File: src/rtl/alu_issue_ctrl.sv
// Issue sequencer for a 16-bit ALU: reads operands from a small register file,
// drives registered ALU inputs, captures the ALU outputs and retires them.
module alu_issue_ctrl #(
  parameter int unsigned NREGS = 8,
  parameter int unsigned AW    = 3,
  localparam int unsigned DW   = 16,
  localparam int unsigned OPW  = 5,
  localparam int unsigned SW   = 6
) (
  input  logic           clk,
  input  logic           rst_n,
  input  logic           in_valid,
  output logic           in_ready,
  input  logic [OPW-1:0] in_op,
  input  logic [AW-1:0]  in_rd,
  input  logic [AW-1:0]  in_rs1,
  input  logic [AW-1:0]  in_rs2,
  input  logic           wr_en,
  input  logic [AW-1:0]  wr_addr,
  input  logic [DW-1:0]  wr_data,
  output logic [DW-1:0]  alu_a,
  output logic [DW-1:0]  alu_b,
  output logic [OPW-1:0] alu_f,
  output logic           alu_cin,
  input  logic [DW-1:0]  alu_result,
  input  logic [SW-1:0]  alu_status,
  output logic           done,
  output logic [DW-1:0]  done_result,
  output logic           err,
  output logic [SW-1:0]  flags
);

  localparam int unsigned CF_BIT = 5;

  localparam logic [1:0] IDLE = 2'd0;
  localparam logic [1:0] EXEC = 2'd1;
  localparam logic [1:0] WB   = 2'd2;

  logic [1:0]     state_q,       state_d;
  logic           in_ready_q,    in_ready_d;
  logic [DW-1:0]  alu_a_q,       alu_a_d;
  logic [DW-1:0]  alu_b_q,       alu_b_d;
  logic [OPW-1:0] alu_f_q,       alu_f_d;
  logic           alu_cin_q,     alu_cin_d;
  logic [AW-1:0]  rd_q,          rd_d;
  logic           def_q,         def_d;
  logic [DW-1:0]  res_q,         res_d;
  logic [SW-1:0]  stat_q,        stat_d;
  logic           done_q,        done_d;
  logic [DW-1:0]  done_result_q, done_result_d;
  logic           err_q,         err_d;
  logic [SW-1:0]  flags_q,       flags_d;
  logic [DW-1:0]  rf_q [NREGS];
  logic [DW-1:0]  rf_d [NREGS];

  // Opcodes the ALU implements; anything else retires with err and no side effects.
  function automatic logic op_defined(input logic [OPW-1:0] op);
    logic def;
    casez (op)
      5'b00001, 5'b00011, 5'b001??, 5'b010??, 5'b10???: def = 1'b1;
      default:                                          def = 1'b0;
    endcase
    return def;
  endfunction

  always_comb begin
    state_d       = state_q;
    in_ready_d    = in_ready_q;
    alu_a_d       = alu_a_q;
    alu_b_d       = alu_b_q;
    alu_f_d       = alu_f_q;
    alu_cin_d     = alu_cin_q;
    rd_d          = rd_q;
    def_d         = def_q;
    res_d         = res_q;
    stat_d        = stat_q;
    done_d        = 1'b0;
    done_result_d = done_result_q;
    err_d         = err_q;
    flags_d       = flags_q;
    rf_d          = rf_q;

    case (state_q)
      IDLE: begin
        // Operand reads use rf_q, so a same-cycle host write is not bypassed.
        if (wr_en) begin
          rf_d[wr_addr] = wr_data;
        end
        if (in_valid) begin
          alu_a_d    = rf_q[in_rs1];
          alu_b_d    = rf_q[in_rs2];
          alu_f_d    = in_op;
          alu_cin_d  = flags_q[CF_BIT];
          rd_d       = in_rd;
          def_d      = op_defined(in_op);
          in_ready_d = 1'b0;
          state_d    = EXEC;
        end
      end
      EXEC: begin
        res_d   = alu_result;
        stat_d  = alu_status;
        state_d = WB;
      end
      WB: begin
        if (def_q) begin
          rf_d[rd_q]    = res_q;
          flags_d       = stat_q;
          err_d         = 1'b0;
          done_result_d = res_q;
        end else begin
          err_d         = 1'b1;
          done_result_d = '0;
        end
        done_d     = 1'b1;
        in_ready_d = 1'b1;
        state_d    = IDLE;
      end
      default: begin
        in_ready_d = 1'b1;
        state_d    = IDLE;
      end
    endcase
  end

  always_ff @(posedge clk or negedge rst_n) begin
    if (!rst_n) begin
      state_q       <= IDLE;
      in_ready_q    <= 1'b1;
      alu_a_q       <= '0;
      alu_b_q       <= '0;
      alu_f_q       <= '0;
      alu_cin_q     <= 1'b0;
      rd_q          <= '0;
      def_q         <= 1'b0;
      res_q         <= '0;
      stat_q        <= '0;
      done_q        <= 1'b0;
      done_result_q <= '0;
      err_q         <= 1'b0;
      flags_q       <= '0;
      for (int i = 0; i < int'(NREGS); i++) begin
        rf_q[i] <= '0;
      end
    end else begin
      state_q       <= state_d;
      in_ready_q    <= in_ready_d;
      alu_a_q       <= alu_a_d;
      alu_b_q       <= alu_b_d;
      alu_f_q       <= alu_f_d;
      alu_cin_q     <= alu_cin_d;
      rd_q          <= rd_d;
      def_q         <= def_d;
      res_q         <= res_d;
      stat_q        <= stat_d;
      done_q        <= done_d;
      done_result_q <= done_result_d;
      err_q         <= err_d;
      flags_q       <= flags_d;
      rf_q          <= rf_d;
    end
  end

  assign in_ready    = in_ready_q;
  assign alu_a       = alu_a_q;
  assign alu_b       = alu_b_q;
  assign alu_f       = alu_f_q;
  assign alu_cin     = alu_cin_q;
  assign done        = done_q;
  assign done_result = done_result_q;
  assign err         = err_q;
  assign flags       = flags_q;

endmodule

File: config.mk
export PLATFORM = sky130hd
export DESIGN_NAME = alu_issue_ctrl
export DESIGN_NICKNAME = d
export VERILOG_FILES = /design/src/rtl/alu_issue_ctrl.sv
export SDC_FILE = /design/constraint.sdc
export NUM_CORES = 1
export LEC_CHECK = 0
export ABC_AREA = 0
export ABC_CLOCK_PERIOD_IN_PS = 4000
export CORE_MARGIN = 1.5
export CORE_UTILIZATION = 62
export CTS_CLUSTER_DIAMETER = 100
export DETAILED_ROUTE_END_ITERATION = 10
export GPL_ROUTABILITY_DRIVEN = 0
export GPL_TIMING_DRIVEN = 0
export HOLD_SLACK_MARGIN = 0.1
export PLACE_DENSITY = 0.86
export SLEW_MARGIN = 20
export SYNTH_ARGS = -nofsm -noshare
export SYNTH_HDL_FRONTEND = slang
export SYNTH_SLANG_ARGS = --single-unit
export TNS_END_PERCENT = 30
File: constraint.sdc
create_clock -name clk -period 4 [get_ports clk]
set_clock_uncertainty 0.05 [all_clocks]
set_input_delay 0.6 -clock clk [delete_from_list [all_inputs] [get_ports clk]]
set_output_delay 0.6 -clock clk [all_outputs]
set_load 0.01 [all_outputs]
**Word level (Yosys, flattened, before mapping)**

Cells that the tools add are included.

- Register bits after elaboration: 219
- Input bits: 59
- Output and inout bits: 63
- Word-level logic and storage cells: 75

- Magnitude comparators: 6
- Eq/ne operators: 10
- Mux-type cells: 23
- Bitwise operators: 5
- Reductions and logical operators: 9

Operators with widths:

| operator | count |
|---|---|
| $bwmux 128 | 2 |
| $mux 128 | 2 |
| $pmux 128 s2 | 1 |
| $mux 16 | 7 |
| $bmux 16 s3 | 2 |
| $demux 16 s3 | 2 |
| $ge 4x4->1 const B | 4 |
| $not 3->4 | 4 |
| $lt 4x1->1 const B | 2 |
| $ne 2x2->1 const B | 3 |
| $reduce_and 2->1 | 3 |
| $eq 5x1->1 const B | 1 |
| $eq 5x2->1 const B | 1 |
| $reduce_or 5->1 | 1 |
| $eq 2x2->1 const B | 2 |
| $mux 1 | 4 |
| $pmux 2 s2 | 1 |
| $eq 3x1->1 const B | 1 |
| $eq 3x2->1 const B | 1 |
| $reduce_and 3->1 | 1 |
| $eq 2x1->1 const B | 1 |
| $logic_and 1x1->1 | 2 |
| $logic_not 2->1 | 1 |
| $mux 2 | 1 |
| 3 further kinds | 3 |

**Depth between registers and ports, before layout**

Gate-level depths: netlist of run 1.

- Word-level depth: 8
- Gate-level depth with buffers: 8
- Mapped depth without buffers: 5

**Worst setup path after synthesis of run 1**

Ideal clock, no wire load.

- Path type: input port to flip-flop
- Start point: input port wr_addr[0]
- End point: register rf_q[53] (netlist bit)
- Library setup time: 125 ps
- Data arrival time: 1933 ps
- Required time: 3825 ps
- Path slack: 1892 ps
- Cell stages on the path: 7
- Path buffers: 3
- Cell sequence: buf_2 or3b_1 buf_2 nor2_1 o21ai_2 buf_6 mux2_4

- Longest elaborated chain between the ends: 8
- Elaborated cells between the ends (all ways): 9
- Classes of those cells: order compare: 2; mux: 5; bitwise: 1; reduce/logical: 1

Ends and longest elaborated chain:

| element | RTL line | text |
|---|---|---|
| start, declared | 19 | `input logic [AW-1:0] wr_addr,` |
| $not 3->4 (implied by the code) * | 87 | `rf_d[wr_addr] = wr_data;` |
| $ge 4x4->1 (implied by the code) or $lt 4x1->1 (tied branches) | 87 |  |
| $logic_and 1x1->1 (implied by the code) | 87 |  |
| $mux 16 (implied by the code) | 87 |  |
| $demux 16 s3 * | 87 |  |
| $bwmux 128 * | 87 |  |
| $mux 128 * | 86 | `if (wr_en) begin` |
| $pmux 128 s2 * | 83 | `case (state_q)` |
| end signal, assigned | 160 | `rf_q <= rf_d;` |
| end, declared | 53 | `logic [DW-1:0] rf_q [NREGS];` |

Every way passes the cells marked *; elsewhere a longest branch is shown, timed or not. The select of a mux whose other input is x is not followed.
A chain may end at the register's enable or synchronous reset.

**Worst setup path in the final report of run 1**

- Start point: input port in_valid
- End point: register alu_a_q[12], in the netlist alu_a[12]

- Longest elaborated chain between the ends: 1

Ends and longest elaborated chain:

| element | RTL line | text |
|---|---|---|
| start, declared | 12 | `input logic in_valid,` |
| $reduce_and 2->1 (no line) | - |  |
| end signal, assigned | 148 | `alu_a_q <= alu_a_d;` |
| end, declared | 41 | `logic [DW-1:0] alu_a_q, alu_a_d;` |

No other way between the ends.

==> metrics.md, run 1 <==
| Metric | Value |
|---|---|
| Most frequent cells in the layout | dfrtp_1 (218), o22ai_1 (128), mux2_2 (119) |
| Measured slew at the worst slew-check pin | 0.995 ns |
| Cells after synthesis | 884 |
| Async set-reset flop share out of synthesis | 100% |
| Number of distinct library cells after synthesis | 33 |
| Sequential cell area | 5480 sq um |
| CP delay by family, top | buffers and inverters |
| Hold Crit Endpoint | done_result[9]$_DFFE_PN0P_ |
| First-pass GRT wire length | approximately 53000 um |
| Core ar. | 18000 sq um |
| R2r worst-path depth | 4 |
| Synthesis Warnings | 0 |
| Fillers | 1116 |
| Post-cts sizing count | 0 |
| Initial core utilization | 63.6% |
| CTS sink cnt | between 200 and 250 |
| WL per Instance | 27.0 um |
| Clk buf depth | 3 |
| TritonCTS clock tree | yes |
| I/O Pins | roughly 120 |
| Total CTS buffers | 24 |
| Post-synth EDFFs | 0 |
| DRC viols | 0 |
| CP max stage cell | nor3b_1 |
| Synth Net Count | 943 |
| Pin count of the biggest net entering global routing | 90 |
| Hold/Removal Path Class | flop to flop |
| Dpl hpwl | 21900 um |
| Die height | 139 um |
| Routed vias | roughly 9000 |
| Status | completed |
| Worst-skew pair later-pin latency | 0.53 ns |
| Seq/Total Area, Yosys | a little under half |
| Register-to-Register Setup Slack | 1.32 ns |
| GR Overflow Total | 0 |
| Peak VDD IR | between 0.4 and 0.5 mV |
| Initial drt markers | 1245 |
| Power Dens Cells | ~570 nW/um^2 |
| Post-CTS Setup Bufs | 0 |
| Flops & latches, synth | 219 |
| Final WL | 34400 um |
| Syn Std Cell Area | roughly 11000 sq um |
| Critical path origin | in_valid |
| Final hold violations | 0 |
| Share of layout cells above drive strength 1 | 32.3% |
| GRT Util Overall | 35.9% |
| Max Cap Viol | 0 |
| Pre-antenna DRT Iters | 6 |
| Crit-path max FO | 10 |
| Crit. End Element | flop |
| Die W | 139 um |
| Leakage | 6.19 nW |
| Startpoint Class | input port |
| Ant diodes | 0 |
| Vias in the first global route | 9405 |
| Final Max Slew Viols | 0 |
| Clock slew at reported path FFs | 0.06 ns |
| Syn Area/Cell | 13.0 sq um |
| Nets@finish | 1088 |
| Worst path arrival time | just over 3 ns |
| PortBufs | 116 |
| Row count | between 40 and 50 |
| DIE AREA | 19300 sq um |
| H-tree depth | 1 |
| Worst Path Buf+Inv | 3 |
| TNS Setup | 0 ns |
| Worst-path cell chain | clkdlybuf4s50_1, nor3b_1, buf_2, buf_1, a21oi_1 |
| CP peak stage delay | 0.80 ns |
| CP required | 4.30 ns |
| R2R Path Start | state_q[0]$_DFFE_PN0P_ |
| Final period utilization | 68.6% |
| Setup violators final | 0 |
| CTS Hold Bufs | 1 |
| WHS Path Cells | 2 |
| Crit path kind | input port to flop |
| Worst slew margin | 33.5% |
| Final min period | roughly 2.7 ns |
| Max frequency | 0.365 GHz |
| Most common cell after layout, fill and taps aside | dfrtp_1 |
| Final Power | 0.00786 W |
| RSZ-0062 raised after global routing | no |
| Hold path startpoint | done_result[9]$_DFFE_PN0P_ |
| Final ANT Viol Nets | 0 |
| Prevailing post-synth register cell | dfrtp_1 |
| Synth-to-Final Area Change | 21.4% |
| Vias/cell | 7.04 |
| Initial antenna violation count | 0 |
| Root Buffer | clkbuf_16 |
| End of the worst register-to-register path | alu_a[12]$_DFFE_PN0P_ |
| Multi-input gate area | 5580 sq um |
## where the power goes
part           leakage, nW  switching [W]  internal [W]
combinational         2.87        0.00105       0.00112
clock                0.460       0.000936       0.00166
sequential            2.86       0.000377       0.00273
## cell type report
class	count	share of cell area, %
inverter	2	0.0540
timing repair buffer	119	8.85
clock inverter	14	1.83
tap	229	2.06
sequential	219	39.4
buffer	76	2.79
clock buffer	29	4.89
multi-input combinational	587	40.1
## kinds of logic (layout without fill, tap and decap cells)
logic type | count (synthesis) | in the layout | synth area share (%)
muxes | 262 | 262 | 33.0
DFF | 219 | 219 | 47.8
AOI/OAI and AO/OA | 171 | 171 | 9.33
and+or+nand+nor | 154 | 154 | 6.40
buffers and inverters | 78 | 240 | 3.45
## tightest hold or removal path: cells and delay by family, from the launching register on
family / cells / cell delay, ns
flip-flops: 1 / 0.34
AND/OR/NAND/NOR: 2 / 0.10
## worst max-delay path by stage
| stage | endpoint | slack (ns) | depth (start not counted) |
|---|---|---|---|
| finish | alu_a[12]$_DFFE_PN0P_ | 1.26 | 5 |
| global route | alu_a[12]$_DFFE_PN0P_ | 1.14 | 5 |
| CTS | alu_a[12]$_DFFE_PN0P_ | 1.40 | 5 |
| detailed placement | alu_a[12]$_DFFE_PN0P_ | 0.88 | 5 |
| global placement | rf_q[19]$_DFFE_PN0P_ | -6.94 | 1 |
| floorplan | rf_q[53]$_DFFE_PN0P_ | 1.89 | 7 |
## registers in the layout (all words and copies together) (netlist names)
register     cells
alu_a           16
alu_b           16
alu_cin          1
alu_f            5
def_q            1
done             1
done_result     16
err              1
flags            6
in_ready         1
rd_q             3
res_q           16
rf_q           128
stat_q           6
state_q          2
## stage by stage
step / util [%] / hold WS, ns / setup slack (ns) / area [sq um] / std cells
after detailed placement: 71.9 / 0.410 / 0.885 / 13000 / 1231
after global placement: 71.6 / 0.400 / -6.94 / 12900 / 1229
after CTS: 77.2 / 0.426 / 1.40 / 13900 / 1275
after floorplan: - / 0.254 / 1.89 / 11500 / 884
after global routing: 77.2 / 0.458 / 1.14 / 13900 / 1275
final: 77.2 / 0.425 / 1.26 / 13900 / 1275
## synth_stat cells, types with 5 or more instances
| master | number | area share (%) |
|---|---|---|
| nand2_2 | 11 | 0.60 |
| a21oi_1 | 32 | 1.4 |
| buf_1 | 10 | 0.33 |
| dfrtp_1 | 218 | 48 |
| nand3_1 | 19 | 0.83 |
| mux2_4 | 40 | 5.2 |
| mux2_2 | 119 | 12 |
| o21ai_2 | 5 | 0.38 |
| nor2_2 | 7 | 0.38 |
| or3b_1 | 6 | 0.46 |
| nor2_1 | 43 | 1.4 |
| buf_6 | 6 | 0.59 |
| mux2i_1 | 33 | 2.9 |
| mux2_1 | 6 | 0.59 |
| mux4_2 | 64 | 13 |
| o22ai_1 | 128 | 7.0 |
| buf_2 | 26 | 1.1 |
| nand3b_1 | 6 | 0.39 |
| nand2_1 | 55 | 1.8 |
| clkbuf_1 | 26 | 0.85 |
| buf_4 | 6 | 0.39 |
## metal layers
metal  vias up  global-route usage [%]  share of wire, %
li1       3653                       -                 -
met1      4434                    48.1                36
met2       725                    53.8                45
met3       158                    11.3                14
met4         0                    16.9               4.7
met5         -                       0                 0
(Power assumes the default switching activity.)
==> run 2: changes to the inputs <==
--- a/config.mk
+++ b/config.mk
@@ -6,15 +6,15 @@
 export NUM_CORES = 1
 export LEC_CHECK = 0
 export ABC_AREA = 0
-export ABC_CLOCK_PERIOD_IN_PS = 4000
+export ABC_CLOCK_PERIOD_IN_PS = 2650
 export CORE_MARGIN = 1.5
-export CORE_UTILIZATION = 62
+export CORE_UTILIZATION = 57
 export CTS_CLUSTER_DIAMETER = 100
 export DETAILED_ROUTE_END_ITERATION = 10
 export GPL_ROUTABILITY_DRIVEN = 0
 export GPL_TIMING_DRIVEN = 0
 export HOLD_SLACK_MARGIN = 0.1
-export PLACE_DENSITY = 0.86
+export PLACE_DENSITY = 0.8
 export SLEW_MARGIN = 20
 export SYNTH_ARGS = -nofsm -noshare
 export SYNTH_HDL_FRONTEND = slang
==> constraint.sdc (replaced) <==
create_clock -name clk -period 2.65 [get_ports clk]
set_clock_uncertainty 0.05 [all_clocks]
set_input_delay 0.3975 -clock clk [delete_from_list [all_inputs] [get_ports clk]]
set_output_delay 0.3975 -clock clk [all_outputs]
set_load 0.01 [all_outputs]
==> run 2 against run 1 <==
Combinational power is 49% higher; sequential power grew 51%; clock-buffer cell count up 7; via count decreased by 3.2%; highest routed layer unchanged.
==> metrics.md, run 2 (synthesis results as in run 1) <==
| Metric | Value |
|---|---|
| Status | completed (unchanged) |
| Reg power frac | 41.1% (was 39.5%) |
| CP max stage cell | o21ai_2 (was nor3b_1) |
| Final hold slack | 0.375 ns (was 0.425 ns) |
| Sw Share | 30.5% (was 30.0%) |
| Clk buf depth | 3 (unchanged) |
| Critical path origin | rd_q[2]$_DFFE_PN0P_ (was in_valid) |
| Synth-to-Final Area Change | 20.8% (was 21.4%) |
| Max Cap Viol | 0 (unchanged) |
| Initial core utilization | 58.5% (was 63.6%) |
| Hold/Removal Path Class | input port to asynchronous set/reset pin (was flop to flop) |
| Root Buffer | clkbuf_16 (unchanged) |
| Die W | 145 um (was 139 um) |
| Row count | 51 (was 49) |
| Core ar. | 19600 sq um (was 18000 sq um) |
| Worst-skew pair later-pin latency | 0.52 ns (was 0.53 ns) |
| Clock slew at reported path FFs | 0.06 ns (about the same) |
| RSZ-0062 raised after global routing | no (unchanged) |
| Final WL | 33700 um (was 34400 um) |
| Fin area | 13800 sq um (was 13900 sq um) |
| DRC viols | 0 (unchanged) |
| Clk pwr share | 30.5% (was 33.0%) |
| Worst-path cell chain | buf_2, nand3_1, nor2_1, o21ai_2, buf_4, mux2_2 (was clkdlybuf4s50_1, nor3b_1, buf_2, buf_1, a21oi_1) |
| Leakage | 6.14 nW (was 6.19 nW) |
| Final ANT Viol Nets | 0 (unchanged) |
| Net Sw Power | 0.00346 W (was 0.00236 W) |
| Multi-input gate area | 5590 sq um (was 5580 sq um) |
| Crit. End Element | flop (unchanged) |
| First-pass GRT wire length | 51700 um (was 53000 um) |
| Worst path arrival time | 2.82 ns (was 3.04 ns) |
| Post-CTS Setup Bufs | 0 (unchanged) |
| Most common cell after layout, fill and taps aside | dfrtp_1 (unchanged) |
| Sequential cell area | 5480 sq um (unchanged) |
| R2R Path Start | rd_q[2]$_DFFE_PN0P_ (was state_q[0]$_DFFE_PN0P_) |
| Combinational share of power | 28.4% (was 27.5%) |
| CTS sink cnt | 219 (unchanged) |
| H-tree depth | 1 (unchanged) |
| Power Dens Cells | 820 nW/um^2 (was 565 nW/um^2) |
| Max frequency | 0.404 GHz |
| Crit-path max FO | 10 (unchanged) |
| Fillers | 1378 (was 1116) |
| Area after DPL | 13000 sq um (about the same) |
| Dpl hpwl | 22400 um (was 21900 um) |
| GR Overflow Total | 0 (unchanged) |
| Most frequent cells in the layout | dfrtp_1 (218), o22ai_1 (128), mux2_2 (119) (unchanged) |
| Pin count of the biggest net entering global routing | 85 (was 90) |
| CP required | 2.99 ns (was 4.30 ns) |
| Biggest register | rf_q (unchanged) |
| Peak VDD IR | 0.634 mV (was 0.450 mV) |
| Largest register FFs | 128 (unchanged) |
| PortBufs | 116 (unchanged) |
| Measured slew at the worst slew-check pin | 1.01 ns (was 0.995 ns) |
| Final min period | 2.47 ns |
| Nets@finish | 1088 (unchanged) |
| Initial antenna violation count | 1 (was 0) |
| Final Power | 0.0113 W (was 0.00786 W) |
| Startpoint Class | flop (was input port) |
| Share of layout cells above drive strength 1 | 32.0% (was 32.3%) |
| Setup violators final | 0 (unchanged) |
| Routed vias | 8684 (was 8970) |
| Final Non-Filler Cells | 1312 (was 1275) |
| Vias/cell | 6.62 (was 7.04) |
| DIE AREA | 21000 sq um (was 19300 sq um) |
| Ant diodes | 0 (unchanged) |
| TritonCTS clock tree | yes (unchanged) |
| WL per Instance | 25.7 um (was 27.0 um) |
| Crit path kind | flop to flop (was input port to flop) |
| Final Max Slew Viols | 0 (unchanged) |
| CP peak stage delay | 0.51 ns (was 0.80 ns) |
| I/O Pins | 122 (unchanged) |
| Final period utilization | between 90 and 100% |
| Int Pwr | 0.00789 W (was 0.00551 W) |
| Dpl cells | 1267 (was 1231) |
| Vias in the first global route | 9083 (was 9405) |
| Initial drt markers | 1029 (was 1245) |
| Die height | 145 um (was 139 um) |
| GRT Util Overall | 33.3% (was 35.9%) |
| Final hold violations | 0 (unchanged) |
| Worst slew margin | 32.6% (was 33.5%) |
| Total CTS buffers | 24 (unchanged) |
| Pre-antenna DRT Iters | 5 (was 6) |
[run 2: cell types whose count changed in the layout (fill, tap and decap cells not counted), moves of 2 or more]
cell / delta
clkbuf_8: +2
bufinv_16: -5
clkinv_4: -2
clkbuf_1: +5
clkinv_2: +2
[run 2: path summary, 6_finish.rpt]
check	slack (ns)	depth (start not counted)	endpoint
setup / recovery	0.18	6	rf_q[8]$_DFFE_PN0P_
hold / removal	0.37	2	alu_a[12]$_DFFE_PN0P_
setup reg to reg	0.18	6	rf_q[8]$_DFFE_PN0P_
hold reg to reg	0.42	2	done_result[4]$_DFFE_PN0P_
max in group asynchronous	0.99	4	rf_q[83]$_DFFE_PN0P_
min in group clk	0.42	2	done_result[4]$_DFFE_PN0P_
[run 2: repair_timing]
item / 4_1_cts / 5_1_grt
resized for setup: 0 / 1
hold buffers: 1 / 0
setup endpoints to repair: 0 / 10
hold endpoints to repair: 72 / 0
[run 2: worst max-delay path, delay by kind of cell (launching register included)]
family                 cells  cell delay, ns
buffers and inverters      2            0.49
and+or+nand+nor            2            0.57
muxes                      1            0.36
AOI/OAI and AO/OA          1            0.51
DFF                        1            0.36
[run 2: area by class of cell]
class,instances,share of cell area [%]
Multi-Input combinational cell,587,40.4
Sequential cell,219,39.6
Timing Repair Buffer,119,8.89
Clock buffer,36,5.25
Buffer,76,2.80
Tap cell,265,2.40
Clock inverter,8,0.651
Inverter,2,0.0542
[run 2: layer usage]
metal	up-vias	routed length [um]	track usage [%]
li1	3650	-	-
met3	110	4150	9.08
met1	4311	13000	44.5
met2	613	15200	51.3
met4	0	1280	14.6
met5	-	0	0
[run 2: power groups by stage]
stage                     Combinational (W)  Sequential (W)  Clock (W)
after detailed placement            0.00318         0.00469          0
after global routing                0.00344         0.00476    0.00359
final                               0.00322         0.00467    0.00346
after floorplan                     0.00170         0.00470          0
after CTS                           0.00320         0.00465    0.00346
after global placement              0.00309         0.00465          0
[run 2: stage by stage]
stage / worst slack, ns / utilization (%) / TNS, ns
3_5_place_dp: -0.339 / 66.4 / -4.81
6_report: 0.176 / 70.7 / 0
5_1_grt: 0.150 / 70.7 / 0
3_3_place_gp: -8.16 / 66.1 / -1784.00
2_1_floorplan: 0.745 / - / 0
4_1_cts: 0.00517 / 70.6 / 0
